--- config.mk ---
export PLATFORM = sky130hd
export DESIGN_NAME = seg_scan_ctrl_flat
export DESIGN_NICKNAME = d
export VERILOG_FILES = /design/src/rtl/seg_scan_ctrl_if.sv /design/src/rtl/seg_scan_ctrl.sv /design/src/flat_wrapper.sv
export SDC_FILE = /design/constraint.sdc
export NUM_CORES = 1
export LEC_CHECK = 0
export ABC_CLOCK_PERIOD_IN_PS = 4800
export CAP_MARGIN = 20
export CELL_PAD_IN_SITES_DETAIL_PLACEMENT = 1
export CELL_PAD_IN_SITES_GLOBAL_PLACEMENT = 2
export CORE_ASPECT_RATIO = 1.2
export CORE_MARGIN = 4
export CORE_UTILIZATION = 27
export CTS_BUF_LIST = sky130_fd_sc_hd__clkbuf_8
export DETAILED_ROUTE_END_ITERATION = 10
export DONT_BUFFER_PORTS = 1
export GPL_TIMING_DRIVEN = 1
export PLACE_DENSITY = 0.65
export SYNTH_ARGS = -nofsm -noshare
export SYNTH_HDL_FRONTEND = slang
export SYNTH_SLANG_ARGS = --single-unit
export TNS_END_PERCENT = 30
--- constraint.sdc ---
create_clock -name CLK100MHZ -period 4.8 [get_ports CLK100MHZ]
set_clock_uncertainty 0.2 [all_clocks]
set_input_delay 0.48 -clock CLK100MHZ [delete_from_list [all_inputs] [get_ports CLK100MHZ]]
set_output_delay 0.48 -clock CLK100MHZ [all_outputs]
set_load 0.03 [all_outputs]
--- src/rtl/seg_scan_ctrl_if.sv ---
// seg_scan_ctrl_if
//   Bundles the display-side signals of the seven-segment scan controller.
//   master : the side that supplies display content and reads back the pins
//   slave  : the scan controller itself
//
//   en         scan enable; 0 forces the display dark
//   data       eight hex nibbles, digit i = data[4i+3:4i]
//   dig_mask   per-digit enable, 1 = lit
//   dp         per-digit decimal point, 1 = lit
//   AN         anode selects, active-low
//   SEG        segments {g,f,e,d,c,b,a}, active-low
//   DP         decimal point, active-low
//   frame_done one-cycle pulse at the end of every 8-digit frame
interface seg_scan_ctrl_if;
  logic        en;
  logic [31:0] data;
  logic [7:0]  dig_mask;
  logic [7:0]  dp;
  logic [7:0]  AN;
  logic [6:0]  SEG;
  logic        DP;
  logic        frame_done;

  modport master (
    output en, data, dig_mask, dp,
    input  AN, SEG, DP, frame_done
  );

  modport slave (
    input  en, data, dig_mask, dp,
    output AN, SEG, DP, frame_done
  );
endinterface

--- src/rtl/seg_scan_ctrl.sv ---
// seg_scan_ctrl
//   Time-multiplexed scan controller for an 8-digit seven-segment display.
//   One digit slot is DIV clocks long: DIV-BLANK clocks showing the digit,
//   then BLANK clocks dark to suppress ghosting. Display inputs are
//   snapshotted when scanning starts and again at every frame wrap, so a
//   frame never mixes old and new data. All outputs are registered.
//
//   Parameters
//     DIV    clocks per digit slot (2 .. 2^20-1)
//     BLANK  dark clocks at the end of each slot (0 .. DIV-1)
//
//   Ports
//     CLK100MHZ  system clock, rising edge
//     rst        synchronous reset, active-high, priority over en
//     bus        seg_scan_ctrl_if slave modport (en, data, dig_mask, dp in;
//                AN, SEG, DP, frame_done out)
module seg_scan_ctrl #(
  parameter int unsigned DIV   = 100_000,
  parameter int unsigned BLANK = 1_000
) (
  input  logic           CLK100MHZ,
  input  logic           rst,
  seg_scan_ctrl_if.slave bus
);

  // Last count of the slot, and last count of the lit part of the slot.
  // With BLANK=0 both are the same and the boundary fires straight from SHOW.
  localparam logic [19:0] SlotLast = 20'(DIV - 1);
  localparam logic [19:0] ShowLast = 20'(DIV - BLANK - 1);
  localparam bit          HasBlank = (BLANK != 0);

  typedef enum logic [1:0] {
    StOff,
    StShow,
    StBlank
  } state_e;

  state_e      state_q, state_d;
  logic [19:0] cnt_q, cnt_d;
  logic [2:0]  idx_q, idx_d;

  // Frame snapshot of the display inputs
  logic [31:0] data_s_q, data_s_d;
  logic [7:0]  mask_s_q, mask_s_d;
  logic [7:0]  dp_s_q, dp_s_d;

  // Registered outputs
  logic [7:0]  an_q, an_d;
  logic [6:0]  seg_q, seg_d;
  logic        dp_q, dp_d;
  logic        frame_done_q, frame_done_d;

  logic        boundary;
  logic        load_snap;
  logic [3:0]  nibble;
  logic [7:0]  an_onehot;

  // Hex to active-low {g,f,e,d,c,b,a}
  function automatic logic [6:0] hex_decode(input logic [3:0] n);
    logic [6:0] s;
    unique case (n)
      4'h0: s = 7'b1000000;
      4'h1: s = 7'b1111001;
      4'h2: s = 7'b0100100;
      4'h3: s = 7'b0110000;
      4'h4: s = 7'b0011001;
      4'h5: s = 7'b0010010;
      4'h6: s = 7'b0000010;
      4'h7: s = 7'b1111000;
      4'h8: s = 7'b0000000;
      4'h9: s = 7'b0010000;
      4'hA: s = 7'b0001000;
      4'hB: s = 7'b0000011;
      4'hC: s = 7'b1000110;
      4'hD: s = 7'b0100001;
      4'hE: s = 7'b0000110;
      4'hF: s = 7'b0001110;
      default: s = 7'h7F;
    endcase
    return s;
  endfunction

  // Next-state logic
  always_comb begin
    state_d      = state_q;
    cnt_d        = cnt_q;
    idx_d        = idx_q;
    data_s_d     = data_s_q;
    mask_s_d     = mask_s_q;
    dp_s_d       = dp_s_q;
    frame_done_d = 1'b0;
    boundary     = 1'b0;
    load_snap    = 1'b0;

    unique case (state_q)
      StOff: begin
        if (bus.en) begin
          state_d   = StShow;
          cnt_d     = '0;
          idx_d     = '0;
          load_snap = 1'b1;
        end
      end
      StShow: begin
        if (!bus.en) begin
          state_d = StOff;
          cnt_d   = '0;
          idx_d   = '0;
        end else if (cnt_q == ShowLast) begin
          if (HasBlank) begin
            state_d = StBlank;
            cnt_d   = cnt_q + 20'd1;
          end else begin
            boundary = 1'b1;
          end
        end else begin
          cnt_d = cnt_q + 20'd1;
        end
      end
      StBlank: begin
        if (!bus.en) begin
          state_d = StOff;
          cnt_d   = '0;
          idx_d   = '0;
        end else if (cnt_q == SlotLast) begin
          boundary = 1'b1;
        end else begin
          cnt_d = cnt_q + 20'd1;
        end
      end
      default: begin
        state_d = StOff;
        cnt_d   = '0;
        idx_d   = '0;
      end
    endcase

    // Slot boundary, shared by the SHOW (BLANK=0) and BLANK paths.
    // idx wraps 7->0 naturally in 3 bits.
    if (boundary) begin
      state_d = StShow;
      cnt_d   = '0;
      idx_d   = idx_q + 3'd1;
      if (idx_q == 3'd7) begin
        frame_done_d = 1'b1;
        load_snap    = 1'b1;
      end
    end

    if (load_snap) begin
      data_s_d = bus.data;
      mask_s_d = bus.dig_mask;
      dp_s_d   = bus.dp;
    end
  end

  // Outputs are decoded from the next state, index and snapshot so the new
  // digit (and a freshly loaded snapshot) appear on the same edge.
  always_comb begin
    an_d      = 8'hFF;
    seg_d     = 7'h7F;
    dp_d      = 1'b1;
    nibble    = data_s_d[{idx_d, 2'b00} +: 4];
    an_onehot = 8'd1 << idx_d;
    if (state_d == StShow) begin
      seg_d = hex_decode(nibble);
      if (mask_s_d[idx_d]) begin
        an_d = ~an_onehot;
        dp_d = ~dp_s_d[idx_d];
      end
    end
  end

  always_ff @(posedge CLK100MHZ) begin
    if (rst) begin
      state_q      <= StOff;
      cnt_q        <= '0;
      idx_q        <= '0;
      data_s_q     <= '0;
      mask_s_q     <= '0;
      dp_s_q       <= '0;
      an_q         <= 8'hFF;
      seg_q        <= 7'h7F;
      dp_q         <= 1'b1;
      frame_done_q <= 1'b0;
    end else begin
      state_q      <= state_d;
      cnt_q        <= cnt_d;
      idx_q        <= idx_d;
      data_s_q     <= data_s_d;
      mask_s_q     <= mask_s_d;
      dp_s_q       <= dp_s_d;
      an_q         <= an_d;
      seg_q        <= seg_d;
      dp_q         <= dp_d;
      frame_done_q <= frame_done_d;
    end
  end

  assign bus.AN         = an_q;
  assign bus.SEG        = seg_q;
  assign bus.DP         = dp_q;
  assign bus.frame_done = frame_done_q;

endmodule
--- src/flat_wrapper.sv ---
// flat-port wrapper written by rule: the top's interface ports become plain ports
module seg_scan_ctrl_flat 
#(
  parameter int unsigned DIV   = 100_000,
  parameter int unsigned BLANK = 1_000
)
  (CLK100MHZ, rst, bus_en, bus_data, bus_dig_mask, bus_dp, bus_AN, bus_SEG, bus_DP, bus_frame_done);
  seg_scan_ctrl_if bus_i ();
  input  logic CLK100MHZ;
  input  logic rst;
  input wire logic [$bits(bus_i.en)-1:0] bus_en;
  input wire logic [$bits(bus_i.data)-1:0] bus_data;
  input wire logic [$bits(bus_i.dig_mask)-1:0] bus_dig_mask;
  input wire logic [$bits(bus_i.dp)-1:0] bus_dp;
  output wire logic [$bits(bus_i.AN)-1:0] bus_AN;
  output wire logic [$bits(bus_i.SEG)-1:0] bus_SEG;
  output wire logic [$bits(bus_i.DP)-1:0] bus_DP;
  output wire logic [$bits(bus_i.frame_done)-1:0] bus_frame_done;
  assign bus_i.en = bus_en;
  assign bus_i.data = bus_data;
  assign bus_i.dig_mask = bus_dig_mask;
  assign bus_i.dp = bus_dp;
  assign bus_AN = bus_i.AN;
  assign bus_SEG = bus_i.SEG;
  assign bus_DP = bus_i.DP;
  assign bus_frame_done = bus_i.frame_done;
  seg_scan_ctrl #(.DIV(DIV), .BLANK(BLANK)) u_core (.CLK100MHZ(CLK100MHZ), .rst(rst), .bus(bus_i));
endmodule
==> results.md <==
* Crit-path max FO at 19
* Type of the worst min-delay path: input port to register
* Layout net count at 575
* Unrepaired setup endpoints after global routing: false
* Core area at about 17000 um^2
* Number of instances in the synthesized netlist at between 500 and 600
* CP startpoint kind: register
* Routed length per instance at roughly 19 um
* Final period demand of the worst path at 4.10 ns
* Core Util, Final at a little under a third
* Normalized max-slew margin at ~43%
* Area occupied by registers at 1800 um^2
* Post-route ant nets at 0
* Net switching fraction of the power at 29.9%
* Unique cell type count in the Yosys netlist at between 60 and 70
* Routability-driven placement congestion ratio at about 0.78
* Number of DRC markers in iteration 0 at 100
* Sequential fraction of design power at between 50 and 60%
* Top library cells by usage in the layout, fill and taps aside: sky130_fd_sc_hd__dfxtp_1 (90), sky130_fd_sc_hd__nor2_1 (66), sky130_fd_sc_hd__nand2_1 (39)
* Switching power at around 0.00047 W
* Post-DR vias/cell at roughly 5.2
* Final clock period utilization by the worst path at between 80% and 90%
* Path depth of the worst reg2reg path at 14
* Outcome: finished clean
* Combinational share of power at roughly 16%
* Most frequent standard cell in the layout excluding fill and tap cells: sky130_fd_sc_hd__dfxtp_1
* Placed inst area at 4930 um^2
* Height of the die at between 150 and 200 um
* Total Routed Length at roughly 14 mm
* Type of destination of the critical path: register
* Internal Pwr Total at between 0.001 and 0.0015 W
* Register bit total from synthesis at 90
* Vias post-DR at 3828
* Area enclosed by the die boundary at between 15000 and 20000 um^2
* Count of buffers inserted at the top-level ports at 0
* Share of async-settable or async-resettable flops after synthesis at 0%
* Delay of the slowest cell on the worst path at between 0.7 and 0.8 ns
* Worst vdd ir at around 120 uV
* First-pass GRT wire length at 22.7 mm
* Max Transition Viols Final at 0
* Number of buffers added for setup after CTS at 0
* Post-synthesis area per instance at around 9.1 um^2
* GRT Resource Usage Total at between 10 and 15%
* Number of buffer and inverter instances along the worst setup path at 2
* Worst-case clock buffer depth at 2
* Aggregate negative setup slack at 0 ns
* Vias in the first global route at 4153
* Drt drc at 0
* Achievable clock frequency at around 240 MHz
* Final Instance Area at ~5000 um^2
* Arrival @ worst endpoint at between 4 and 5 ns
* Count of final setup violators at 0
* CP top delay family: compound AO/OA/AOI/OAI gates
* Cell chain of the critical path: inv_1, ha_1, nand4b_1, nor2_1, a31oi_4, buf_4, mux2i_1, o22ai_1, nor3_1, a31oi_4, ha_1, nor2_1, o21ba_1, a221o_1
* Detailed-placement wirelength estimate at between 10 and 15 mm
* Worst path required time at 4.88 ns
* Dominant synthesized flop cell: sky130_fd_sc_hd__dfxtp_1
* Worst Hold Path Cells at 2
* Number of buffers created by CTS at 9
* Antenna Diode Count at 0
* Levels on crit path at 14
* Clock latency on the worst-skew pair at 0.38 ns
* Worst-path cell with the longest stage delay: sky130_fd_sc_hd__a31oi_4
* Number of gates resized after cts at 0
* Actual transition at the worst max-transition pin at approximately 0.85 ns
* Synth Cell Area at 4720 um^2
* TritonCTS clock tree: done
* Fin. Hold Viols at 0
* Leakage Power at approximately 1.9 nW
* Clock sink count at 90
* Number of warnings reported in the yosys synthesis log at 0
* Number of detailed-routing iterations run before antenna repair at 4
* Core Rows at 52
* Horizontal extent of the die at ~130 um
* Area taken by multi-input logic gates at approximately 2700 um^2
* Number of hold buffers added after CTS at 1
* Clock Pin Slew Worst Setup and Hold Paths at approximately 0.10 ns
* Number of maximum-capacitance constraint violations at 0
* Synth Net Count at 582
* Root buffer cell: sky130_fd_sc_hd__clkbuf_8
* Proportion of synthesized chip area in sequential cells at roughly two fifths
* Largest net degree at the start of global routing at 40
* Total gr overflow at 0
* Ratio of total power to cell area at roughly 300 nW/um^2
* CTS H-Tree Depth at 3
* Antenna violations before repair at 0
* Fill cell count at ~2000
* Number of enable flip-flop cells after synthesis at 0
* Share of final-layout standard cells stronger than drive strength 1 at a little under an eighth
* Starting Density at between 20% and 30%
* Worst Setup Path Type: register to register
* Number of primary I/O pins at 68
* Share of total power in the clock network at 30.9%
* Area added between synthesis and finish at 8.45%
## cell usage after synthesis, types with 3 or more instances
cell type | number | share of area, %
sky130_fd_sc_hd__o21ai_0 | 7 | 0.74
sky130_fd_sc_hd__ha_1 | 13 | 3.4
sky130_fd_sc_hd__a21oi_1 | 14 | 1.5
sky130_fd_sc_hd__and4_1 | 3 | 0.56
sky130_fd_sc_hd__or2_2 | 3 | 0.40
sky130_fd_sc_hd__dfxtp_1 | 90 | 38
sky130_fd_sc_hd__o21a_1 | 14 | 2.2
sky130_fd_sc_hd__nor3_1 | 23 | 2.4
sky130_fd_sc_hd__nor4b_1 | 3 | 0.56
sky130_fd_sc_hd__nor4_4 | 3 | 1.4
sky130_fd_sc_hd__inv_1 | 12 | 0.95
sky130_fd_sc_hd__mux2i_1 | 38 | 8.1
sky130_fd_sc_hd__xnor2_1 | 6 | 1.1
sky130_fd_sc_hd__and2_1 | 4 | 0.53
sky130_fd_sc_hd__nor3b_1 | 12 | 1.9
sky130_fd_sc_hd__o22ai_1 | 16 | 2.1
sky130_fd_sc_hd__buf_4 | 6 | 0.95
sky130_fd_sc_hd__clkbuf_1 | 19 | 1.5
sky130_fd_sc_hd__nor2_1 | 66 | 5.2
sky130_fd_sc_hd__nor2b_1 | 12 | 1.6
sky130_fd_sc_hd__buf_6 | 3 | 0.72
sky130_fd_sc_hd__mux2_2 | 15 | 3.6
sky130_fd_sc_hd__o2111ai_1 | 4 | 0.74
sky130_fd_sc_hd__nand3_1 | 9 | 0.95
sky130_fd_sc_hd__a221o_1 | 14 | 3.0
sky130_fd_sc_hd__xor2_1 | 9 | 1.7
sky130_fd_sc_hd__or3_1 | 6 | 0.79
sky130_fd_sc_hd__a22oi_1 | 9 | 1.4
sky130_fd_sc_hd__nand2_1 | 39 | 3.1
## sequential cells by signal, summed over array words and instances (netlist names)
| signal | count |
|---|---|
| u_core.bus.AN | 8 |
| u_core.bus.DP | 1 |
| u_core.bus.SEG | 7 |
| u_core.bus.frame_done | 1 |
| u_core.cnt_q | 20 |
| u_core.data_s_q | 32 |
| u_core.dp_s_q | 8 |
| u_core.idx_q | 3 |
| u_core.mask_s_q | 8 |
| u_core.state_q | 2 |
## per-stage QoR
step	power, W	worst slack, ns	cells	hold WS, ns
global route	0.00165	0.470	731	0.0608
CTS	0.00159	0.706	731	0.0400
global placement	0.00108	0.849	715	0.272
detailed placement	0.00109	0.706	715	0.291
floorplan	0.00104	1.23	518	0.260
finish	0.00156	0.698	731	0.0675
## cells by family after synthesis
group / synth area share [%]
AND/OR/NAND/NOR: 22.7
AO/OA/AOI/OAI: 16.2
flip-flops: 38.2
buffers and inverters: 4.42
adder cells (fa/ha/maj): 3.44
XOR/XNOR: 2.78
multiplexers: 12.2
## final timing paths
kind | from | to | slack (ns)
max | u_core.state_q[0] | u_core.bus.SEG[6] | 0.70
min | bus_dp[6] | u_core.dp_s_q[6] | 0.07
max reg2reg | u_core.state_q[0] | u_core.bus.SEG[6] | 0.70
min reg2reg | u_core.data_s_q[19] | u_core.data_s_q[19] | 0.31
## metal layers
layer / track usage (%) / part of all wire (%) / up-vias
li1: - / - / 1854
met1: 17.4 / 43 / 1897
met4: 5.80 / 2.3 / 0
met5: 0 / 0 / -
met3: 3.46 / 4.4 / 21
met2: 24.9 / 50 / 56
## power by group through the flow
stage               clock network, W  registers (W)  logic (W)
floorplan                          0       0.000835   0.000206
global placement                   0       0.000839   0.000240
detailed placement                 0       0.000841   0.000249
CTS                         0.000513       0.000824   0.000257
global route                0.000545       0.000829   0.000281
finish                      0.000481       0.000824   0.000254
## final cells by class
cell class	count	share of cell area [%]
clock buffer	9	2.42
sequential	90	35.2
inverter	12	0.880
clock inverter	6	0.855
multi-input combinational	385	53.2
timing repair buffer	13	2.15
tap	216	5.28
(Power assumes the default switching activity.)
